===== config.mk =====
export PLATFORM = sky130hd
export DESIGN_NAME = audio_decimator
export DESIGN_NICKNAME = d
export VERILOG_FILES = /design/src/rtl/audio_decimator.sv
export SDC_FILE = /design/constraint.sdc
export NUM_CORES = 1
export LEC_CHECK = 0
export CAP_MARGIN = 20
export CORE_ASPECT_RATIO = 0.9
export CORE_MARGIN = 3
export CORE_UTILIZATION = 50
export CTS_BUF_LIST = sky130_fd_sc_hd__clkbuf_4 sky130_fd_sc_hd__clkbuf_8
export DETAILED_ROUTE_END_ITERATION = 10
export PLACE_DENSITY = 0.86
export REMOVE_ABC_BUFFERS = 1
export SETUP_SLACK_MARGIN = 0.3
export SYNTH_ARGS = -nofsm -noshare
export SYNTH_HDL_FRONTEND = slang
export SYNTH_SLANG_ARGS = --single-unit

===== constraint.sdc =====
create_clock -name CLOCK_50 -period 7.3 [get_ports CLOCK_50]
set_input_delay 2.19 -clock CLOCK_50 [delete_from_list [all_inputs] [get_ports CLOCK_50]]
set_output_delay 2.19 -clock CLOCK_50 [all_outputs]
set_load 0.005 [all_outputs]

===== src/rtl/audio_decimator.sv =====
// ---------------------------------------------------------------------------
// audio_decimator
//
// Stereo decimation stage between the ADC side and the DAC side of an audio
// codec controller. One left/right pair is popped per loop and folded into
// the current group of 2^RATIO_LOG2 pairs. At the end of each group the hold
// registers are reloaded. The held value is written back to the controller
// once per input pair, which makes the output a zero-order hold of the
// downsampled signal at the input rate.
//
// Build option:
//   DS_AVG_EN defined   : hold = boxcar average of the group
//                         (sum >>> RATIO_LOG2, floor toward -inf).
//   DS_AVG_EN undefined : hold = last sample of the group; no accumulators.
//
// Parameters:
//   DATA_W      sample width per channel (signed two's complement)
//   RATIO_LOG2  log2 of the decimation factor, 0..8 (0 = pass-through)
//
// Ports:
//   CLOCK_50                system clock, rising edge
//   reset                   asynchronous active-high reset
//   audio_in_available      controller has an input pair ready
//   left_channel_audio_in   left ADC sample
//   right_channel_audio_in  right ADC sample
//   read_audio_in           one-cycle pop strobe
//   audio_out_allowed       controller DAC FIFO can accept a pair
//   left_channel_audio_out  held decimated left value
//   right_channel_audio_out held decimated right value
//   write_audio_out         one-cycle push strobe
//   block_done              one-cycle pulse when the hold registers update
//
// Handshake: the controller presents a pair while audio_in_available=1 and
// the pair is consumed on the clock edge that ends the read_audio_in cycle.
// A pair is pushed on the edge that ends the write_audio_out cycle, which is
// only issued after audio_out_allowed=1 was seen. Strobes are registered, last
// exactly one cycle and are never asserted together.
// ---------------------------------------------------------------------------
module audio_decimator #(
  parameter int DATA_W     = 32,
  parameter int RATIO_LOG2 = 2
) (
  input  logic              CLOCK_50,
  input  logic              reset,
  input  logic              audio_in_available,
  input  logic [DATA_W-1:0] left_channel_audio_in,
  input  logic [DATA_W-1:0] right_channel_audio_in,
  output logic              read_audio_in,
  input  logic              audio_out_allowed,
  output logic [DATA_W-1:0] left_channel_audio_out,
  output logic [DATA_W-1:0] right_channel_audio_out,
  output logic              write_audio_out,
  output logic              block_done
);

  // cnt needs at least one bit even in pass-through mode
  localparam int CNT_W = (RATIO_LOG2 > 0) ? RATIO_LOG2 : 1;
  localparam logic [CNT_W-1:0] CNT_LAST = CNT_W'((1 << RATIO_LOG2) - 1);

  typedef enum logic [2:0] {
    IDLE,
    READ,
    ACC,
    WAIT_OUT,
    WRITE
  } state_t;

  state_t            state;
  logic [CNT_W-1:0]  cnt;
  logic [DATA_W-1:0] sample_l;
  logic [DATA_W-1:0] sample_r;
  logic [DATA_W-1:0] hold_l;
  logic [DATA_W-1:0] hold_r;
  logic [DATA_W-1:0] next_l;
  logic [DATA_W-1:0] next_r;
  logic              group_end;

  assign group_end = (cnt == CNT_LAST);

`ifdef DS_AVG_EN
  localparam int ACC_W = DATA_W + RATIO_LOG2;

  logic signed [ACC_W-1:0] acc_l;
  logic signed [ACC_W-1:0] acc_r;
  logic signed [ACC_W-1:0] sum_l;
  logic signed [ACC_W-1:0] sum_r;

  // The sized cast of a signed operand sign-extends the sample.
  always_comb begin
    sum_l = acc_l + ACC_W'($signed(sample_l));
    sum_r = acc_r + ACC_W'($signed(sample_r));
  end

  // Low DATA_W bits of (sum >>> RATIO_LOG2) are simply the slice above the
  // discarded fraction bits; dropping them is the floor toward -inf.
  assign next_l = sum_l[RATIO_LOG2 +: DATA_W];
  assign next_r = sum_r[RATIO_LOG2 +: DATA_W];

  always_ff @(posedge CLOCK_50 or posedge reset) begin
    if (reset) begin
      acc_l <= '0;
      acc_r <= '0;
    end else if (state == ACC) begin
      acc_l <= group_end ? '0 : sum_l;
      acc_r <= group_end ? '0 : sum_r;
    end
  end
`else
  assign next_l = sample_l;
  assign next_r = sample_r;
`endif

  always_ff @(posedge CLOCK_50 or posedge reset) begin
    if (reset) begin
      state           <= IDLE;
      cnt             <= '0;
      sample_l        <= '0;
      sample_r        <= '0;
      hold_l          <= '0;
      hold_r          <= '0;
      read_audio_in   <= 1'b0;
      write_audio_out <= 1'b0;
      block_done      <= 1'b0;
    end else begin
      // strobes are single-cycle unless a transition below re-arms them
      read_audio_in   <= 1'b0;
      write_audio_out <= 1'b0;
      block_done      <= 1'b0;
      case (state)
        IDLE: begin
          if (audio_in_available) begin
            state         <= READ;
            read_audio_in <= 1'b1;
          end
        end
        READ: begin
          sample_l <= left_channel_audio_in;
          sample_r <= right_channel_audio_in;
          state    <= ACC;
        end
        ACC: begin
          if (group_end) begin
            hold_l     <= next_l;
            hold_r     <= next_r;
            cnt        <= '0;
            block_done <= 1'b1;
          end else begin
            cnt <= cnt + 1'b1;
          end
          state <= WAIT_OUT;
        end
        WAIT_OUT: begin
          if (audio_out_allowed) begin
            state           <= WRITE;
            write_audio_out <= 1'b1;
          end
        end
        WRITE: begin
          state <= IDLE;
        end
        default: begin
          state <= IDLE;
        end
      endcase
    end
  end

  assign left_channel_audio_out  = hold_l;
  assign right_channel_audio_out = hold_r;

endmodule


[Yosys cells after proc, flatten, opt, wreduce, memory -nomap -nowiden]
Cells that the tools add are included.
Word-level totals
  flip-flop bits (word level): 136
  input port bits: 68
  output and inout bits: 67
  logic and storage cells: 29
Cells by class
  $add $sub $neg: 1
  eq/ne operators: 6
  muxes and demuxes: 10
  reduce and logical (&&, ||, !) cells: 3
Operators by type and width (count)
  one-hot mux 3 bit (4 select lines): 1
  == test 3 x 2 -> 1 bit, second input constant: 2
  two-way mux 1 bit: 6
  two-way mux 3 bit: 2
  != test 2 bit, second input constant: 2
  AND reduction 2 bit: 2
  == test 3 x 1 -> 1 bit, second input constant: 1
  zero test 3 bit: 1
  adder 2 x 1 -> 2 bit, second input constant: 1
  == test 2 bit, second input constant: 1
  two-way mux 2 bit: 1

[Depth between registers and ports, before layout]
  word-level depth: 3
  mapped depth: 5
  mapped depth without buffers: 3

[Least setup slack after synthesis]
No wires, ideal clock.
  path kind: input -> register
  start point: in audio_out_allowed
  end point: reg state[0]
  library setup time: 0.078 ns
  arrival: 2.506 ns
  data required time: 7.222 ns
  path slack: 4.716 ns
  cell stages on the path: 2
  path buffers: 0
  cells stage by stage: a21bo_2 -> a21oi_1
On the way
  cells in the longest elaborated chain, start to end: 2
Ends and longest elaborated chain
  start, declared: line 49  | input logic audio_out_allowed,
  != test 2 bit (no source line)
  AND reduction 2 bit (no source line)
  end signal, assigned: line 115  | state <= IDLE;
  end signal, assigned: line 132  | state <= READ;
  end signal, assigned: line 139  | state <= ACC;
  end, declared: line 68  | state_t state;
Every way passes these cells.
A chain may end at the register's enable or synchronous reset.

[Worst setup path in the final report]
  start point: reg hold_l[11], in the netlist left_channel_audio_out[11]
  end point: out left_channel_audio_out[11]
RTL lines
  start, declared: line 72  | logic [DATA_W-1:0] hold_l;
  start signal, assigned: line 143  | hold_l <= next_l;
  end, declared: line 50  | output logic [DATA_W-1:0] left_channel_audio_out,
No word-level cell between the ends.

==> qor.csv <==
metric;value;unit
chipHeight;102.2;µm
clockRootBuffer;clkbuf_8;
drt-wirelength-per-cell;17.17;µm
fin_worst_skew;0.01765;ns
gp_congestion;0.7287;
vias_in_the_first_global_route;3296;
synth_sequential_area_ratio;66.24;%
slew_headroom;45.64;%
synth_top_area_cell;dfrtp_1;
fp.coreArea;0.009827;mm²
synthesis.area;0.005137;mm²
layout-drive-gt1-share;26.89;%
yosysWarningCount;0;
ys_ff_latch;136;
cp.arrival;1.31;ns
clock_sink_count;136;
cts_hold_buffers;0;
post_synth_num_cell_types;17;
max_freq;0.2859;GHz
ff_latch_area;0.003403;mm²
initialDrtViolationCount;65;
fin_tns_setup;0;ns
final_core_utilization;71.05;%
hold_viol;0;
floorplan.initialDensity;52.28;%
drv.max_cap_violation_count;0;
drtPass1Iterations;5;
hp-class;reg -> reg;
rsz0062_at_grt;no;
worstPathRequired;5.11;ns
critical_path.startpoint_type;flip-flop;
cp_max_fo;2;
fin_crit_sh;47.92;%
antennaDiodeCount;0;
cts-htree-levels;4;
finish.net_count;508;
clkTransAtPathRegs;0.08;ns
worst_r2r_endpoint;next_r[16]$_DFFE_PP0P_;
vdd.ir_drop.worst;0.0002277;V
antenna_violating_nets_post_route;0;
cts_resized;0;
grt_first_pass_wirelength;16220;µm
grt_start_max_net_pins;91;
cp-startpoint;left_channel_audio_out[11]$_DFFE_PP0P_;
synth_area_per_cell;17.47;µm²
detailedPlacementHpwl;6737;µm
worst_path_largest_cell_delay;0.53;ns
grtUsageTotal;18.07;%
port_buffer_cells;134;
final-max-slew-violation-count;0;
cts_inserted_buffers;17;
run_status;finished, final reports clean;
critical_path_s_slowest_cell;clkdlybuf4s50_1;
cp-endpoint;left_channel_audio_out[11];
final_non_filler_cell_total;576;
min_period;3.498;ns
slew_worst_pin;0.8145;ns
critical_path_cell_count;1;
syn_inst;294;
synth_largest_type_area_fraction;66.24;%
crit_buf_inv;1;
finalPower;3.064;mW
boundaryPins;135;
antenna_violations_before_repair;0;
power_density;438.8;mW/mm²
r2r_start;state[0]$_DFFE_PP0P_;
layout.filler_cells;678;
synth.area.top_cells;dfrtp_1 (66%), mux2_2 (18%), mux2_1 (11%);
drc;0;
areaGrowthSynthToFinish;35.90;%
drt-total-wl;9888;µm
criticalPathCategory;reg -> out;
r2r.worst_path.cells;3;
p_leak;2.977;nW
vias_per_cell;5.172;
place.detailed.instances;545;
die_x;112.9;µm
setup.worst_path.end_class;output port;
cts.path.max_buffers;2;
setup_viol;0;
vias;2979;
worst_hold_path.num_cells;1;
clock_latency;0.43;ns
floorplan.rows;34;
cts_tree;done;
crit_path_cell_trace;clkdlybuf4s50_1;
fp.dieArea;0.01153;mm²
multiInputGateArea;0.001589;mm²
reg2reg_setup_slack;5.03;ns
grt_remaining_overflow;0;
critical_path.top_delay_family;buffers and inverters;
post-cts-setup-buffer-count;0;
registers in the layout, indices dropped and copies added, names as in the netlist:
signal	count
left_channel_audio_out	32
next_l	32
next_r	32
right_channel_audio_out	32
state	3
cnt	2
block_done	1
read_audio_in	1
write_audio_out	1
kinds of logic (layout without fill, tap and decap cells):
logic type	count (synthesis)	count (layout)	synth area share, %
mux	130	130	28.49
compound gates	3	3	0.3897
fa+ha+maj	1	1	0.2435
simple gates	9	9	1.680
flops	136	136	66.24
buf+inv	15	171	2.947
worst min path at each step:
stage	startpoint	endpoint	slack [ns]
2_1_floorplan	next_l[10]$_DFFE_PP0P_	left_channel_audio_out[10]$_DFFE_PP0P_	0.46
3_3_place_gp	next_l[17]$_DFFE_PP0P_	left_channel_audio_out[17]$_DFFE_PP0P_	0.47
3_5_place_dp	right_channel_audio_out[0]$_DFFE_PP0P_	right_channel_audio_out[0]$_DFFE_PP0P_	0.47
4_1_cts	next_r[11]$_DFFE_PP0P_	right_channel_audio_out[11]$_DFFE_PP0P_	0.49
5_1_grt	next_l[25]$_DFFE_PP0P_	left_channel_audio_out[25]$_DFFE_PP0P_	0.50
6_report	next_r[11]$_DFFE_PP0P_	right_channel_audio_out[11]$_DFFE_PP0P_	0.48
power by group:
part	switching, mW	internal [mW]	total, mW
clock network	0.281	0.373	0.653
registers	0.205	1.14	1.34
logic	0.343	0.727	1.07
total	0.828	2.24	3.06
metrics by stage:
| step | hold WS, ns | worst slack (ns) | instance area [µm²] |
|---|---|---|---|
| 2_1_floorplan | 0.4602 | 1.471 | 4990 |
| 3_3_place_gp | 0.4651 | 3.261 | 6535 |
| 3_5_place_dp | 0.4739 | 3.152 | 6535 |
| 4_1_cts | 0.4880 | 3.616 | 6954 |
| 5_1_grt | 0.4982 | 3.736 | 6982 |
| 6_report | 0.4844 | 3.802 | 6982 |
routing by layer:
metal | vias up | part of all wire [%] | GRT usage, % | wire (µm)
met5 | - | 0 | 0 | 0
met4 | 0 | 0.83 | 6.654 | 82
met3 | 10 | 5.9 | 5.506 | 584
met2 | 88 | 52 | 31.42 | 5168
met1 | 1553 | 41 | 21.47 | 4052
li1 | 1328 | - | - | -
layout make-up:
| cell class | count | area share (%) |
|---|---|---|
| clock buffer | 18 | 3.459 |
| clock inverter | 12 | 2.545 |
| multi-input combinational | 143 | 22.76 |
| timing repair buffer | 140 | 20.14 |
| inverter | 1 | 0.08961 |
| tap | 126 | 2.258 |
| sequential | 136 | 48.75 |
layout by cell type (no fill, tap or decap):
master	Yosys	final
a21bo_2	1	1
ha_1	1	1
clkbuf_4	0	1
dfrtp_1	136	136
mux2_2	81	81
buf_16	0	1
bufinv_16	0	4
clkinvlp_4	0	1
clkbuf_8	0	17
inv_6	0	1
and4b_1	2	2
nand2b_1	2	2
buf_4	1	5
nor3_1	1	1
clkinv_2	0	3
nor2_1	1	1
clkinv_4	0	3
inv_4	0	1
mux2_1	49	49
a21oi_1	2	2
nor3b_1	1	1
nor3b_4	0	1
nor4bb_4	1	1
clkdlybuf4s50_1	0	134
cell usage after synthesis:
master and number:
inv_1 1, mux2_2 81, nor3b_2 1, buf_2 1, and4b_1 2, dfrtp_1 136, ha_1 1, buf_6 12
a21oi_1 2, nor3b_1 1, nor3_1 1, nand2b_1 2, mux2_1 49, buf_4 1, nor2_1 1, a21bo_2 1
nor4bb_4 1
Note: power is estimated with default switching activity, not from simulation.
